==> src/rtl/lenet_pkg.sv <==
// Shared fixed-point constants and FSM state type for the LeNet convolution datapath.
package lenet_pkg;

   localparam int DATA_W  = 16;
   localparam int FRAC_W  = 15;
   localparam int Q15_MAX = (1 << FRAC_W) - 1;
   localparam int Q15_MIN = -(1 << FRAC_W);

   typedef enum logic [1:0] {
      ST_IDLE = 2'd0,
      ST_ACC  = 2'd1,
      ST_SAT  = 2'd2,
      ST_OUT  = 2'd3
   } conv_state_e;

endpackage

==> src/rtl/sat_q15.sv <==
// Combinational clamp of a wide signed accumulator into the Q1.15 range.
import lenet_pkg::*;

module sat_q15 #(
   parameter int ACC_W = 24
) (
   input  logic signed [ACC_W-1:0]  acc_i,
   output logic signed [DATA_W-1:0] sat_o
);

   localparam logic signed [ACC_W-1:0] MAX_EXT = ACC_W'(Q15_MAX);
   localparam logic signed [ACC_W-1:0] MIN_EXT = ACC_W'(Q15_MIN);

   // Clamp to [Q15_MIN, Q15_MAX]; in-range values pass through as their low bits.
   always_comb begin
      sat_o = acc_i[DATA_W-1:0];
      if (acc_i > MAX_EXT) begin
         sat_o = DATA_W'(Q15_MAX);
      end else if (acc_i < MIN_EXT) begin
         sat_o = DATA_W'(Q15_MIN);
      end
   end

endmodule

==> src/rtl/conv_accum.sv <==
// Convolution window accumulator: sums KERNEL_LEN Q1.15 products plus a bias,
// saturates to Q1.15 and hands the result downstream with valid/ready.
// Optional macro CONV_ACCUM_RELU_EN clips negative saturated results to zero.
// ACC_W must be at least 16 + ceil(log2(KERNEL_LEN+1)) so the sum never wraps.
import lenet_pkg::*;

module conv_accum #(
   parameter int KERNEL_LEN = 25,
   parameter int ACC_W      = 24
) (
   input  logic                     clk,
   input  logic                     rst_n,
   input  logic                     prod_valid,
   output logic                     prod_ready,
   input  logic signed [DATA_W-1:0] prod_data,
   input  logic signed [DATA_W-1:0] bias,
   output logic                     out_valid,
   input  logic                     out_ready,
   output logic signed [DATA_W-1:0] out_data,
   output logic                     busy
);

   localparam int                CNT_W    = $clog2(KERNEL_LEN + 1);
   localparam logic [CNT_W-1:0] LAST_CNT = CNT_W'(KERNEL_LEN - 1);

   conv_state_e                state_q, state_d;
   logic signed [ACC_W-1:0]    acc_q, acc_d;
   logic [CNT_W-1:0]           cnt_q, cnt_d;
   logic                       out_valid_q, out_valid_d;
   logic signed [DATA_W-1:0]   out_data_q, out_data_d;
   logic signed [DATA_W-1:0]   sat_val;
   logic signed [DATA_W-1:0]   res_val;
   logic                       xfer;

   sat_q15 #(
      .ACC_W (ACC_W)
   ) u_sat (
      .acc_i (acc_q),
      .sat_o (sat_val)
   );

`ifdef CONV_ACCUM_RELU_EN
   // ReLU on the saturated value: negative results become zero.
   always_comb begin
      res_val = sat_val;
      if (sat_val[DATA_W-1]) begin
         res_val = '0;
      end
   end
`else
   assign res_val = sat_val;
`endif

   assign prod_ready = (state_q == ST_IDLE) || (state_q == ST_ACC);
   assign xfer       = prod_valid && prod_ready;
   assign out_valid  = out_valid_q;
   assign out_data   = out_data_q;
   assign busy       = (state_q != ST_IDLE);

   // Next-state and datapath update; bubbles leave acc and cnt untouched.
   always_comb begin
      state_d     = state_q;
      acc_d       = acc_q;
      cnt_d       = cnt_q;
      out_valid_d = out_valid_q;
      out_data_d  = out_data_q;
      case (state_q)
         ST_IDLE: begin
            if (xfer) begin
               // The bias is folded in with the first product of the window.
               acc_d   = ACC_W'(bias) + ACC_W'(prod_data);
               cnt_d   = CNT_W'(1);
               state_d = (KERNEL_LEN == 1) ? ST_SAT : ST_ACC;
            end
         end
         ST_ACC: begin
            if (xfer) begin
               acc_d = acc_q + ACC_W'(prod_data);
               cnt_d = cnt_q + CNT_W'(1);
               if (cnt_q == LAST_CNT) begin
                  state_d = ST_SAT;
               end
            end
         end
         ST_SAT: begin
            out_data_d  = res_val;
            out_valid_d = 1'b1;
            state_d     = ST_OUT;
         end
         ST_OUT: begin
            if (out_ready) begin
               out_valid_d = 1'b0;
               state_d     = ST_IDLE;
            end
         end
         default: begin
            state_d = ST_IDLE;
         end
      endcase
   end

   // State, accumulator and output registers with asynchronous clear.
   always_ff @(posedge clk or negedge rst_n) begin
      if (!rst_n) begin
         state_q     <= ST_IDLE;
         acc_q       <= '0;
         cnt_q       <= '0;
         out_valid_q <= 1'b0;
         out_data_q  <= '0;
      end else begin
         state_q     <= state_d;
         acc_q       <= acc_d;
         cnt_q       <= cnt_d;
         out_valid_q <= out_valid_d;
         out_data_q  <= out_data_d;
      end
   end

endmodule

==> config.mk <==
export PLATFORM = sky130hd
export DESIGN_NAME = conv_accum
export DESIGN_NICKNAME = d
export VERILOG_FILES = /design/src/rtl/lenet_pkg.sv /design/src/rtl/sat_q15.sv /design/src/rtl/conv_accum.sv
export SDC_FILE = /design/constraint.sdc
export NUM_CORES = 1
export LEC_CHECK = 0
export BUFFER_PORTS_ARGS = -buffer_cell sky130_fd_sc_hd__buf_2
export CAP_MARGIN = 20
export CORE_MARGIN = 8
export CORE_UTILIZATION = 40
export CTS_BUF_LIST = sky130_fd_sc_hd__clkbuf_8
export DETAILED_ROUTE_END_ITERATION = 7
export SLEW_MARGIN = 0
export SYNTH_ARGS = -nofsm -noshare
export SYNTH_HDL_FRONTEND = slang
export SYNTH_HIERARCHICAL = 1
export SYNTH_SLANG_ARGS = --single-unit
==> constraint.sdc <==
create_clock -name clk -period 3.37 [get_ports clk]
set_input_delay 0.1685 -clock clk [delete_from_list [all_inputs] [get_ports clk]]
set_output_delay 0.1685 -clock clk [all_outputs]
set_load 0.02 [all_outputs]
# After elaboration in Yosys (flattened, before gate mapping)
# Cells that the tools add are included.
dict set report word_totals {
  ff_bits 48
  in_bits 36
  output_inout_bits 19
  wordCells 42
}
dict set report classes {
  n_addsub 3
  magnitude_cmp 2
  n_eq_ne 8
  n_mux 15
  n_reduce_logical 9
}
# op n
set op_table {}
lappend op_table {{$mux W24} 2}
lappend op_table {{$pmux W24 S2} 1}
lappend op_table {{$mux W16} 2}
lappend op_table {{$add A24 B16 Y24} 1}
lappend op_table {{$gt A24 B16 Y1 const B} 1}
lappend op_table {{$lt A24 B16 Y1 const B} 1}
lappend op_table {{$add A16 B16 Y17} 1}
lappend op_table {{$mux W5} 2}
lappend op_table {{$pmux W5 S2} 1}
lappend op_table {{$mux W2} 4}
lappend op_table {{$pmux W2 S4} 1}
lappend op_table {{$ne A2 B2 Y1 const B} 3}
lappend op_table {{$reduce_bool A2 Y1} 3}
lappend op_table {{$add A5 B1 Y5 const B} 1}
lappend op_table {{$eq A5 B5 Y1 const B} 1}
lappend op_table {{$eq A2 B2 Y1 const B} 2}
lappend op_table {{$reduce_and A4 Y1} 1}
lappend op_table {{$reduce_and A3 Y1} 1}
lappend op_table {{$eq A2 B1 Y1 const B} 1}
lappend op_table {{$logic_not A2 Y1} 1}
lappend op_table {{$ne A2 B1 Y1 const B} 1}
lappend op_table {{$pmux W1 S2} 1}
lappend op_table {{$reduce_and A2 Y1} 1}
lappend op_table {{$logic_and A1 B1 Y1} 1}
lappend op_table {{other kinds (2)} 2}

# Logic depth before layout (Yosys ltp)
dict set report depth {
  word_depth 5
  mapped_depth 12
  depth_no_buf 12
}

# Modules after synthesis
# The synthesis kept the hierarchy.
# module n_inst cells_each area_per_inst_um2 seq_area_each_um2
set by_module_without_submodules {}
lappend by_module_without_submodules {conv_accum 1 441 3971.3 1201.2}
lappend by_module_without_submodules {sat_q15 1 43 314.1 0.0}

# Worst setup path after synthesis
# OpenSTA, ideal clock, no wires.
dict set report synth_timing {
  path_type {register to register}
  start {reg acc_q[0]}
  end {reg acc_q[22]}
  setup_ns 0.077
  arrival_ns 2.244
  t_required_ns 3.293
  path_slack_ns 1.048
  path_stages_with_launch 13
  n_path_buf 0
  period_less_slack_ns 2.322
  cell_sequence {dfrtp_1 -> ha_1 -> inv_1 -> fa_1 -> nand2b_1 -> a21oi_2 -> o21ai_2 -> a21oi_2 -> o221ai_2 -> a22oi_2 -> a31oi_1 -> xor2_1 -> a21oi_1}
}
dict set report synth_between {
  elab_chain_len 3
}
# element line_no
set synth_rtl {}
lappend synth_rtl {{start, declared} conv_accum.sv:27} ;# logic signed [ACC_W-1:0] acc_q, acc_d;
lappend synth_rtl {{start signal, assigned} conv_accum.sv:106} ;# acc_q <= '0;
lappend synth_rtl {{start signal, assigned} conv_accum.sv:112} ;# acc_q <= acc_d;
lappend synth_rtl {{$add A24 B16 Y24} conv_accum.sv:78} ;# acc_d = acc_q + ACC_W'(prod_data);
lappend synth_rtl {{$mux W24} conv_accum.sv:77} ;# if (xfer) begin
lappend synth_rtl {{$pmux W24 S2} conv_accum.sv:67} ;# case (state_q)
# No other way between the ends. The select of a mux whose other input is x is not followed.
# A chain may end at the register's enable or synchronous reset.

# Worst setup path after layout
# Same ends and word-level chain as after synthesis.

==> impl_metrics.csv <==
group,metric,value,unit
run_status,status,"complete, no violations",
yosys,postSynthNetCount,568,
worst_setup_path,buf_inv_stages_crit_path,1,
yosys,ys_dominant_reg_cell,"dfrtp_1",
clocking,cts.htree.levels,2,
clocking,holdBufCountCts,1,
sta,grt_setup_unrepaired,"false",
routing,firstDrtPassIters,4,
clocking,cts_made_buffers,5,
worst_setup_path,worst_ep_required_time,3.61,ns
clocking,cts_max_path_buffers,2,
yosys,post-synth-top-count-cell,"nand2_1",
yosys,synth.largest_area_cell,"dfrtp_1",
routing,vias,3648,
layout,design_area,0.004758,mm2
layout,nets,610,
yosys,synth.top_cell.area_share,0.2803,
floorplan,ioPinCount,55,
yosys,number_of_flops_mapped_to_enable_cells_by_yosys,0,
routing,route.detailed.drc,0,
sta,final-hold-violation-count,0,
global_route,grt_pass1_vias,3699,
worst_setup_path,cp_cell_sequence,"ha_1 > inv_1 > fa_1 > nand2b_1 > a21oi_2 > o21ai_2 > a21oi_2 > o221ai_2 > a22oi_2 > a31oi_1 > xor2_1 > a21oi_1",
hold_path,worstHoldPathType,"in -> reg",
routing,detail_route.wl_per_cell,16.44,um
sta,max_freq,386.0,MHz
sta,final-setup-viol-count,0,
clocking,clock-sinks,48,
sta,final.period_utilization,0.7687,
yosys,synthesis.area,0.004285,mm2
sta,final.setup_skew,0.007280,ns
routing,initialDrtViolationCount,170,
place,final_estimated_routing_congestion_in_global_placement,0.8955,
pwr,total_power,4.251,mW
global_route,grt_antenna_before_repair,0,
sta,timing.max_slew.rel_slack,0.4636,
worst_setup_path,critical-path-max-stage-delay,0.41,ns
worst_setup_path,worst-r2r-cell-count,12,
routing,remaining_antenna_violation_count,0,
place,post-dp-hpwl,8.378,mm
layout,fin_util,0.4589,
worst_setup_path,end_kind,"flip-flop",
layout,layout-area-overhead-vs-synth,11.04,%
pwr,vdd_ir_drop_max,397.6,uV
job,maxCapViolations,0,
worst_setup_path,timing.critical_path.max_delay_family,"compound AO/OA/AOI/OAI gates",
sta,final-max-slew-violation-count,0,
worst_setup_path,crit_path_max_fanout,4,
global_route,gr-total-overflow,0,
worst_setup_path,critPathArrivalTime,2.83,ns
sta,setup_tns_final,0,ns
floorplan,die_width,119.5,um
place,placedCellCount,654,
sta,timing.final.crit_period,2.590,ns
clocking,cts-resized-gates,0,
yosys,yosys-top-cells-area,"dfrtp_1 28%, ha_1 13%, nand2_1 4.5%",
yosys,ys_seq_area_frac,0.2803,
yosys,postSynth.asyncResetShare,1.000,
layout,finish.cell_count_without_fillers,663,
floorplan,coreArea,0.01037,mm2
yosys,synth.lib_cells_used.distinct,64,
clocking,clk_pin_slew,0.10,ns
global_route,largest_net_degree_at_the_start_of_global_routing,46,
yosys,synth_top_cells_by_count,"51 x nand2_1, 48 x dfrtp_1, 46 x ha_1, 31 x a21oi_1, 28 x nor2_1",
yosys,synth_area_per_cell,8.854,um2
worst_setup_path,total_number_of_cells_along_the_worst_setup_path,12,
clocking,worst_skew_pair.late_latency,0.31,ns
worst_setup_path,worstSetupPathType,"reg -> reg",
worst_setup_path,critical-path-slowest-cell,"dfrtp_1",
clocking,cts_tree,"yes",
floorplan,initial_core_util,0.4132,
yosys,synth-warning-count,6,
pwr,p_leak,2.171,nW
worst_setup_path,worst_path_most_repeated_cell,"a21oi_2",
clocking,cts_post_setup_buffers_inserted,0,
yosys,postSynthCellCount,484,
floorplan,dieHeight,119.5,um
routing,post_drt_via_cell_ratio,5.502,
layout,final_layout_size_suffix_gt1_frac,0.2068,
global_route,grt_first_pass_wirelength,18.58,mm
global_route,grt_util_all_layers,0.1563,
routing,finalWirelength,10.90,mm
floorplan,die-area,0.01428,mm2
yosys,ff_latch_count_synth,48,
layout,antenna-diode-count,0,
hold_path,timing.hold.worst_path_depth,2,
pwr,power_density,893.4,mW/mm2
sta,worst_pin_slew,0.8047,ns
place,postPlaceCellArea,0.004633,mm2
floorplan,fp-row-count,37,
worst_setup_path,critical_path.startpoint_type,"flip-flop",
place,port-buffer-count,54,
clocking,clock_tree.root_cell,"clkbuf_8",
==> final cells by class <==
class                   instances  area, um2
well taps                     136      170.2
clock inverters                 3      46.29
flip-flops and latches         48       1201
clock buffers                   5      68.82
multi-input cells             393       2894
inverters                      20      75.07
fillers                      1037       5612
repair buffers                 58      302.8
==> worst paths after layout <==
| check | start | end | slack [ns] |
|---|---|---|---|
| setup / recovery | acc_q[0]$_DFFE_PN0P_ | acc_q[22]$_DFFE_PN0P_ | 0.78 |
| hold / removal | out_ready | out_valid$_DFFE_PN0P_ | 0.05 |
| setup reg to reg | acc_q[0]$_DFFE_PN0P_ | acc_q[22]$_DFFE_PN0P_ | 0.78 |
| hold reg to reg | out_data[12]$_DFFE_PN0P_ | out_data[12]$_DFFE_PN0P_ | 0.51 |
| max in group asynchronous | rst_n | acc_q[17]$_DFFE_PN0P_ | 2.21 |
| min in group asynchronous | rst_n | cnt_q[3]$_DFFE_PN0P_ | 0.39 |
==> worst register-to-register path, stage by stage, from the launching register on <==
cell and delay (ns):
dfrtp_1 0.41, ha_1 0.19, inv_1 0.05, fa_1 0.37, nand2b_1 0.21, a21oi_2 0.25
o21ai_2 0.11, a21oi_2 0.17, o221ai_2 0.14, a22oi_2 0.21, a31oi_1 0.12, xor2_1 0.15
a21oi_1 0.14
==> registers in the layout, summed over array words and instances, names as in the netlist <==
name / cells
acc_q: 24
cnt_q: 5
out_data: 16
out_valid: 1
state_q: 2
==> per-layer routing <==
metal  part of all wire  global-route usage  up-vias  routed length (um)
li1                   -                   -     1846                   -
met1               0.45              0.2021     1700                4859
met2               0.49              0.2662       88                5384
met3              0.041             0.02203       14                 443
met4              0.020             0.04372        0                 214
met5                  0                   0        -                   0
==> placed cells by master (no fill, tap or decap), types with 2 or more instances in the layout <==
master     count
nand2b_1       8
xnor2_1       21
o22ai_1        5
nor2_1        28
o21ai_1       17
mux2i_1        5
o21bai_1       3
o21ai_0       18
nand2_1       51
o21ai_2        3
buf_2         54
buf_4          3
o21a_1         2
a2bb2oi_2      3
nor2b_1        3
dfrtp_1       48
a22o_1         3
fa_1           2
o211ai_1       2
nand4_1        4
nor4_1         4
xor2_1         9
nor3_1         3
ha_1          46
inv_1         20
o22ai_2        2
a31oi_1       11
a21oi_2        6
clkbuf_8       5
a21o_1        15
a21oi_1       31
nand3_1       22
nand3b_1       3
or2_1          2
and4_1         3
a211oi_1       3
a2bb2oi_1     12
mux2_2        17
a41oi_1        2
==> metrics by stage <==
| stage | hold WS, ns | setup WS (ns) |
|---|---|---|
| after global placement | 0.2115 | 0.8400 |
| after global routing | 0.04570 | 0.5379 |
| final | 0.04960 | 0.7796 |
| after CTS | 0.04512 | 0.7809 |
| after floorplan | -0.1271 | 1.048 |
| after detailed placement | 0.2086 | 0.8070 |
==> where the power goes <==
part	internal [mW]	switching [mW]
sequential	0.862	0.305
combinational	1.17	1.47
clock	0.224	0.228
==> cell families after synthesis <==
group / after synthesis / synth area share
AO/OA/AOI/OAI: 150 / 0.2493
AND/OR/NAND/NOR: 142 / 0.1620
adder cells (fa/ha/maj): 48 / 0.1436
flip-flops: 48 / 0.2803
buffers and inverters: 43 / 0.04438
XOR/XNOR: 30 / 0.06132
multiplexers: 23 / 0.05898
No activity file was read; power rests on OpenSTA's default activity.
